File: src/rtl/phinc_pkg.sv
// Shared types, sweep mode constants and the range clamp for the phase-increment controller.
package phinc_pkg;

  typedef enum logic [1:0] {
    IDLE = 2'd0,
    UP   = 2'd1,
    DN   = 2'd2
  } sweep_state_e;

  localparam logic MODE_TRI = 1'b0;
  localparam logic MODE_SAW = 1'b1;

  // 9-bit input so an 8'hFF + 1 result is seen as out of range instead of wrapping
  function automatic logic [7:0] clamp_phinc(input logic [8:0] v,
                                             input logic [7:0] lo,
                                             input logic [7:0] hi);
    if (v < {1'b0, lo})      return lo;
    else if (v > {1'b0, hi}) return hi;
    else                     return v[7:0];
  endfunction

endpackage

File: src/rtl/phinc_if.sv
// Host write port for the phase-increment register: valid/ready handshake plus data.
interface phinc_if;
  logic       host_valid;
  logic [7:0] host_data;
  logic       host_ready;

  modport master (output host_valid, output host_data, input host_ready);
  modport slave  (input host_valid, input host_data, output host_ready);
endinterface

File: src/rtl/sweep_tick_gen.sv
// Sweep step divider: counts 0..STEP_DIV-1 while enabled and pulses tick on the last count.
module sweep_tick_gen #(
  parameter int STEP_DIV = 10000
) (
  input  logic clk,
  input  logic reset,
  input  logic en,
  input  logic clr,
  output logic tick
);

  localparam int              CW   = $clog2(STEP_DIV);
  localparam logic [CW-1:0]   LAST = CW'(STEP_DIV - 1);

  logic [CW-1:0] cnt_q;

  assign tick = en && (cnt_q == LAST);

  always_ff @(posedge clk or negedge reset) begin
    if (!reset) begin
      cnt_q <= '0;
    end else if (clr || !en) begin
      cnt_q <= '0;
    end else if (cnt_q == LAST) begin
      cnt_q <= '0;
    end else begin
      cnt_q <= cnt_q + 1'b1;
    end
  end

endmodule

File: src/rtl/phinc_ctrl.sv
// Arbitrated owner of the NCO phase-increment register: host write > btn_dn > btn_up > sweep.
//   state | meaning
//   IDLE  | no sweep; only host and button updates
//   UP    | sweep ascending one step per tick
//   DN    | sweep descending one step per tick (triangle only)
module phinc_ctrl
  import phinc_pkg::*;
#(
  parameter logic [7:0] DEFAULT  = 8'd1,
  parameter logic [7:0] PHI_MIN  = 8'd1,
  parameter logic [7:0] PHI_MAX  = 8'd200,
  parameter int         STEP_DIV = 10000
) (
  input  logic        clk,
  input  logic        reset,
  input  logic        btn_up,
  input  logic        btn_dn,
  phinc_if.slave      host,
  input  logic        sweep_en,
  input  logic        sweep_mode,
  output logic [7:0]  phinc,
  output logic        phinc_upd,
  output logic [1:0]  sweep_state
);

  sweep_state_e state_q;
  logic         mode_q;
  logic         en_q;
  logic         ready_q;
  logic         tick;
  logic         fire;
  logic         manual;
  logic         rise;
  logic         step;
  logic [7:0]   nxt;

  assign fire        = host.host_valid && ready_q;
  assign manual      = fire || btn_up || btn_dn;
  assign rise        = sweep_en && !en_q;
  // a tick landing in the cycle sweep_en drops is discarded along with the sweep
  assign step        = tick && sweep_en && !manual;
  assign host.host_ready = ready_q;
  assign sweep_state = state_q;

  sweep_tick_gen #(.STEP_DIV(STEP_DIV)) u_tick (
    .clk   (clk),
    .reset (reset),
    .en    (state_q != IDLE),
    .clr   (rise),
    .tick  (tick)
  );

  always_comb begin
    nxt = phinc;
    if (fire) begin
      nxt = clamp_phinc({1'b0, host.host_data}, PHI_MIN, PHI_MAX);
    end else if (btn_dn) begin
      nxt = (phinc > PHI_MIN) ? phinc - 8'd1 : PHI_MIN;
    end else if (btn_up) begin
      nxt = clamp_phinc({1'b0, phinc} + 9'd1, PHI_MIN, PHI_MAX);
    end else if (step) begin
      case (state_q)
        UP: begin
          if (phinc >= PHI_MAX) nxt = (mode_q == MODE_SAW) ? PHI_MIN : phinc - 8'd1;
          else                  nxt = phinc + 8'd1;
        end
        DN: begin
          if (phinc <= PHI_MIN) nxt = phinc + 8'd1;
          else                  nxt = phinc - 8'd1;
        end
        default: nxt = phinc;
      endcase
    end
  end

  always_ff @(posedge clk or negedge reset) begin
    if (!reset) begin
      phinc     <= DEFAULT;
      phinc_upd <= 1'b0;
      ready_q   <= 1'b1;
      state_q   <= IDLE;
      mode_q    <= MODE_TRI;
      en_q      <= 1'b0;
    end else begin
      en_q      <= sweep_en;
      ready_q   <= !fire;
      phinc     <= nxt;
      phinc_upd <= (nxt != phinc);
      if (!sweep_en || manual) begin
        state_q <= IDLE;
      end else begin
        case (state_q)
          IDLE: if (rise) begin
            state_q <= UP;
            mode_q  <= sweep_mode;
          end
          UP:      if (step && phinc == PHI_MAX && mode_q == MODE_TRI) state_q <= DN;
          DN:      if (step && phinc == PHI_MIN) state_q <= UP;
          default: state_q <= IDLE;
        endcase
      end
    end
  end

endmodule

File: src/flat_wrapper.sv
// flat-port wrapper written by rule: the top's interface ports become plain ports
module phinc_ctrl_flat import phinc_pkg::*;
#(
  parameter logic [7:0] DEFAULT  = 8'd1,
  parameter logic [7:0] PHI_MIN  = 8'd1,
  parameter logic [7:0] PHI_MAX  = 8'd200,
  parameter int         STEP_DIV = 10000
)
  (clk, reset, btn_up, btn_dn, sweep_en, sweep_mode, phinc, phinc_upd, sweep_state, host_host_valid, host_host_data, host_host_ready);
  phinc_if host_i ();
  input  logic clk;
  input  logic reset;
  input  logic btn_up;
  input  logic btn_dn;
  input  logic sweep_en;
  input  logic sweep_mode;
  output logic [7:0] phinc;
  output logic phinc_upd;
  output logic [1:0] sweep_state;
  input wire logic [$bits(host_i.host_valid)-1:0] host_host_valid;
  input wire logic [$bits(host_i.host_data)-1:0] host_host_data;
  output wire logic [$bits(host_i.host_ready)-1:0] host_host_ready;
  assign host_i.host_valid = host_host_valid;
  assign host_i.host_data = host_host_data;
  assign host_host_ready = host_i.host_ready;
  phinc_ctrl #(.DEFAULT(DEFAULT), .PHI_MIN(PHI_MIN), .PHI_MAX(PHI_MAX), .STEP_DIV(STEP_DIV)) u_core (.clk(clk), .reset(reset), .btn_up(btn_up), .btn_dn(btn_dn), .host(host_i), .sweep_en(sweep_en), .sweep_mode(sweep_mode), .phinc(phinc), .phinc_upd(phinc_upd), .sweep_state(sweep_state));
endmodule
File: config.mk
export PLATFORM = sky130hd
export DESIGN_NAME = phinc_ctrl_flat
export DESIGN_NICKNAME = d
export VERILOG_FILES = /design/src/rtl/phinc_pkg.sv /design/src/rtl/phinc_if.sv /design/src/rtl/sweep_tick_gen.sv /design/src/rtl/phinc_ctrl.sv /design/src/flat_wrapper.sv
export SDC_FILE = /design/constraint.sdc
export NUM_CORES = 1
export LEC_CHECK = 0
export BUFFER_PORTS_ARGS = -buffer_cell sky130_fd_sc_hd__clkbuf_2
export CORE_ASPECT_RATIO = 1.25
export CORE_MARGIN = 10
export CORE_UTILIZATION = 59
export CTS_CLUSTER_SIZE = 40
export DETAILED_ROUTE_END_ITERATION = 6
export GPL_TIMING_DRIVEN = 0
export PLACE_DENSITY_LB_ADDON = 0.25
export SLEW_MARGIN = 20
export SYNTH_ARGS = -nofsm -noshare
export SYNTH_HDL_FRONTEND = slang
export SYNTH_SLANG_ARGS = --single-unit
File: constraint.sdc
create_clock -name clk -period 4.22 [get_ports clk]
set_input_delay 1.055 -clock clk [delete_from_list [all_inputs] [get_ports clk]]
set_output_delay 1.055 -clock clk [all_outputs]
set_load 0.02 [all_outputs]
==> summary.txt <==
Run status
  • Outcome: completed

Critical path
  • Worst-path fanout max: 17
  • CP Data Required Time: 4.37 ns
  • CP most frequent cell: or4_1
  • Worst Setup End Kind: flop
  • Worst Path Buf+Inv: 1
  • Setup CP Type: reg -> reg
  • Top delay family on crit path: simple AND/OR/NAND/NOR gates
  • Crit start category: flop
  • Critical Path Max Stage Delay: 0.74 ns
  • CP max-delay cell: dfstp_2
  • Arrival @ worst endpoint: 4.22 ns
  • Cell chain of the critical path: inv_1, ha_1, or2_2, nand4_1, nand2_1, o31ai_1, a31o_1, xnor2_2, nand3_1, or4_1, or4_1

Synth
  • Post-synth EDFFs: 0
  • Yosys cell types: 61
  • Top FF cell, synth: dfrtp_1
  • Register bit total from synthesis: 28
  • Mapped Nets: 409
  • Synthesis Warnings: 0
  • Synth Cell Area: 0.00284 sq mm
  • Yosys top cell by area: dfrtp_1
  • Asr flop ratio synth: 1.00
  • Synth Area per Inst: 7.38 sq um
  • Sequential fraction of the synthesis area: 0.248
  • Synth Instances: 384
  • Synth top area cells: dfrtp_1, nor2_1, nand2_1
  • Top cell type's share of synthesized area: 0.229

Routing
  • Final WL: 8910 um
  • Via/cell ratio: 6.50
  • Drt wl/cell: 18.9 um
  • Residual DRC: 0
  • DR pass1 iterations: 5
  • DRT iter0 DRCs: 338
  • Post-route ant nets: 0
  • Vias: 3,070

Clock tree
  • Clk buf depth: 2
  • Clock Latency Late Sink: 0.27 ns
  • # clock sinks: 28
  • Reg clk slew, reported paths: 0.10 ns
  • CTS Hold Bufs: 0
  • CTS tree: built
  • Clock Tree Root: clkbuf_8
  • H-Tree Depth: 1
  • CTS Buf Count: 3

Pwr
  • Flop pwr share: 0.314
  • Clk network pwr share: 0.151
  • VDD IR max: 213 uV
  • Switch share: 0.464
  • Combinational fraction of design power: 0.535
  • Internal power component: 0.000554 W
  • Psw: 0.000480 W
  • Power Density: 336 mW/mm^2
  • Design Power: 0.00103 W
  • Static Leak: 1.28 nW

Global route
  • First-pass GRT wire length: 14,200 um
  • Total Routing Usage GR: 0.219
  • Initial antenna violation count: 0
  • Vias in the first global route: 2,907
  • Grt ovf: 0
  • Largest net degree at the start of global routing: 29

Place
  • Place WS: 0.0143 ns
  • Buffers added on ports: 25
  • Dpl cell area: 0.00304 sq mm
  • Detail Placement HPWL: 6910 um
  • Routability cong.: 1.05

Die
  • Initial Utilization: 0.604
  • Die height: 97.5 um
  • Core Region: 0.00469 sq mm
  • Full die area: 0.00800 sq mm
  • Die extent in x: 82 um
  • I/O Pins: 27
  • Row cnt: 28

Finish
  • Share of cells above drive strength 1: 0.129
  • Area growth from synthesis to layout: 8.52%
  • Fin util: 0.655
  • Fillers: 437
  • Leading cell type in the layout, fill and taps excluded: nor2_1
  • ANT cells: 0
  • # nets final: 438
  • Reg area: 703 sq um
  • Most frequent cells in the layout: nor2_1, nand2_1, dfrtp_1
  • Fin area: 0.00308 sq mm
  • Multi-input logic area: 0.00196 sq mm

STA
  • Unrepaired setup endpoints after global routing: no
  • Tmin final: 4.08 ns
  • Worst rel slew slack: 0.530
  • Least-Margin Pin Slew: 0.705 ns
  • Final setup violating endpoints: 0
  • Final hold vios: 0
  • Clk_skew: 0.00468 ns
  • Fmax: 0.245 GHz
  • Period utilization: 0.966
  • Final Max Slew Viols: 0
  • Fin Hold WS: 0.464 ns
  • Worst setup margin: 0.143 ns

Flow run
  • Max_cap viols: 0

Min path
  • Worst Hold Class: reg -> reg
## timing repair
| item | 4_1_cts | 5_1_grt |
|---|---|---|
| endpoints found under the hold margin | 0 | 0 |
| resized for setup | 0 | 0 |
| buffers inserted | 0 | 0 |
| endpoints found under the setup margin | 1 | 0 |
## cells in the mapped netlist, types with 8 or more instances
master and count:
nand2b_1 8, o21ai_0 18, nand4_1 8, nand3_1 22
ha_1 10, xnor2_1 13, dfrtp_1 26, xor2_1 8
and3_1 8, inv_1 15, clkbuf_1 12, nand2_1 42
nor3_1 9, buf_2 9, nor2_1 49, a21oi_1 20
## sequential cells by signal, indices dropped and copies added (netlist names)
| register | cells |
|---|---|
| u_core.mode_q | 1 |
| u_core.en_q | 1 |
| u_core.host.host_ready | 1 |
| u_core.u_tick.cnt_q | 14 |
| u_core.phinc_upd | 1 |
| u_core.phinc | 8 |
| u_core.sweep_state | 2 |
## final timing paths
check	from	endpoint	slack, ns	depth (start not counted)
worst max-delay path	u_core.phinc[0]$_DFF_PN1_	u_core.phinc_upd$_DFF_PN0_	0.14	11
worst min-delay path	u_core.u_tick.cnt_q[0]$_DFF_PN0_	u_core.u_tick.cnt_q[0]$_DFF_PN0_	0.46	1
worst max register to register	u_core.phinc[0]$_DFF_PN1_	u_core.phinc_upd$_DFF_PN0_	0.14	11
worst min register to register	u_core.u_tick.cnt_q[0]$_DFF_PN0_	u_core.u_tick.cnt_q[0]$_DFF_PN0_	0.46	1
max in group asynchronous	reset	u_core.phinc[5]$_DFF_PN0_	2.96	1
min in group asynchronous	reset	u_core.sweep_state[0]$_DFFE_PN0P_	0.81	1
## final cells by class
type | count | share of cell area
Clock buffer | 4 | 0.0146
Buffer | 23 | 0.0378
Tap cell | 60 | 0.0244
Sequential cell | 28 | 0.229
Multi-Input combinational cell | 317 | 0.636
Timing Repair Buffer | 25 | 0.0407
Inverter | 15 | 0.0183
## power by group through the flow
| stage | Combinational, W | Clock, W | Sequential, W |
|---|---|---|---|
| CTS | 0.000538 | 0.000157 | 0.000325 |
| detailed placement | 0.000539 | 0 | 0.000327 |
| global route | 0.000597 | 0.000166 | 0.000330 |
| floorplan | 0.000372 | 0 | 0.000340 |
| global placement | 0.000538 | 0 | 0.000324 |
| finish | 0.000553 | 0.000156 | 0.000325 |
## per-layer routing
metal  up-vias  track usage  part of all wire
met4         0        0.117             0.049
met1      1426        0.253              0.39
met5         -            0                 0
met3        42       0.0250             0.069
met2       155        0.373              0.49
li1       1447            -                 -
## per-stage QoR
step / cells / TNS, ns
detailed placement: 469 / 0
floorplan: 384 / 0
global route: 472 / 0
global placement: 469 / -0.0156
finish: 472 / 0
CTS: 472 / 0
## logic make-up after synthesis
| kind of cell | count (synthesis) | share of synthesized area |
|---|---|---|
| buffers and inverters | 39 | 0.0622 |
| flip-flops | 28 | 0.248 |
| XOR/XNOR | 22 | 0.0706 |
| AO/OA/AOI/OAI | 95 | 0.223 |
| AND/OR/NAND/NOR | 183 | 0.325 |
| multiplexers | 7 | 0.0265 |
| adder cells (fa/ha/maj) | 10 | 0.0441 |
(Power assumes the default switching activity.)
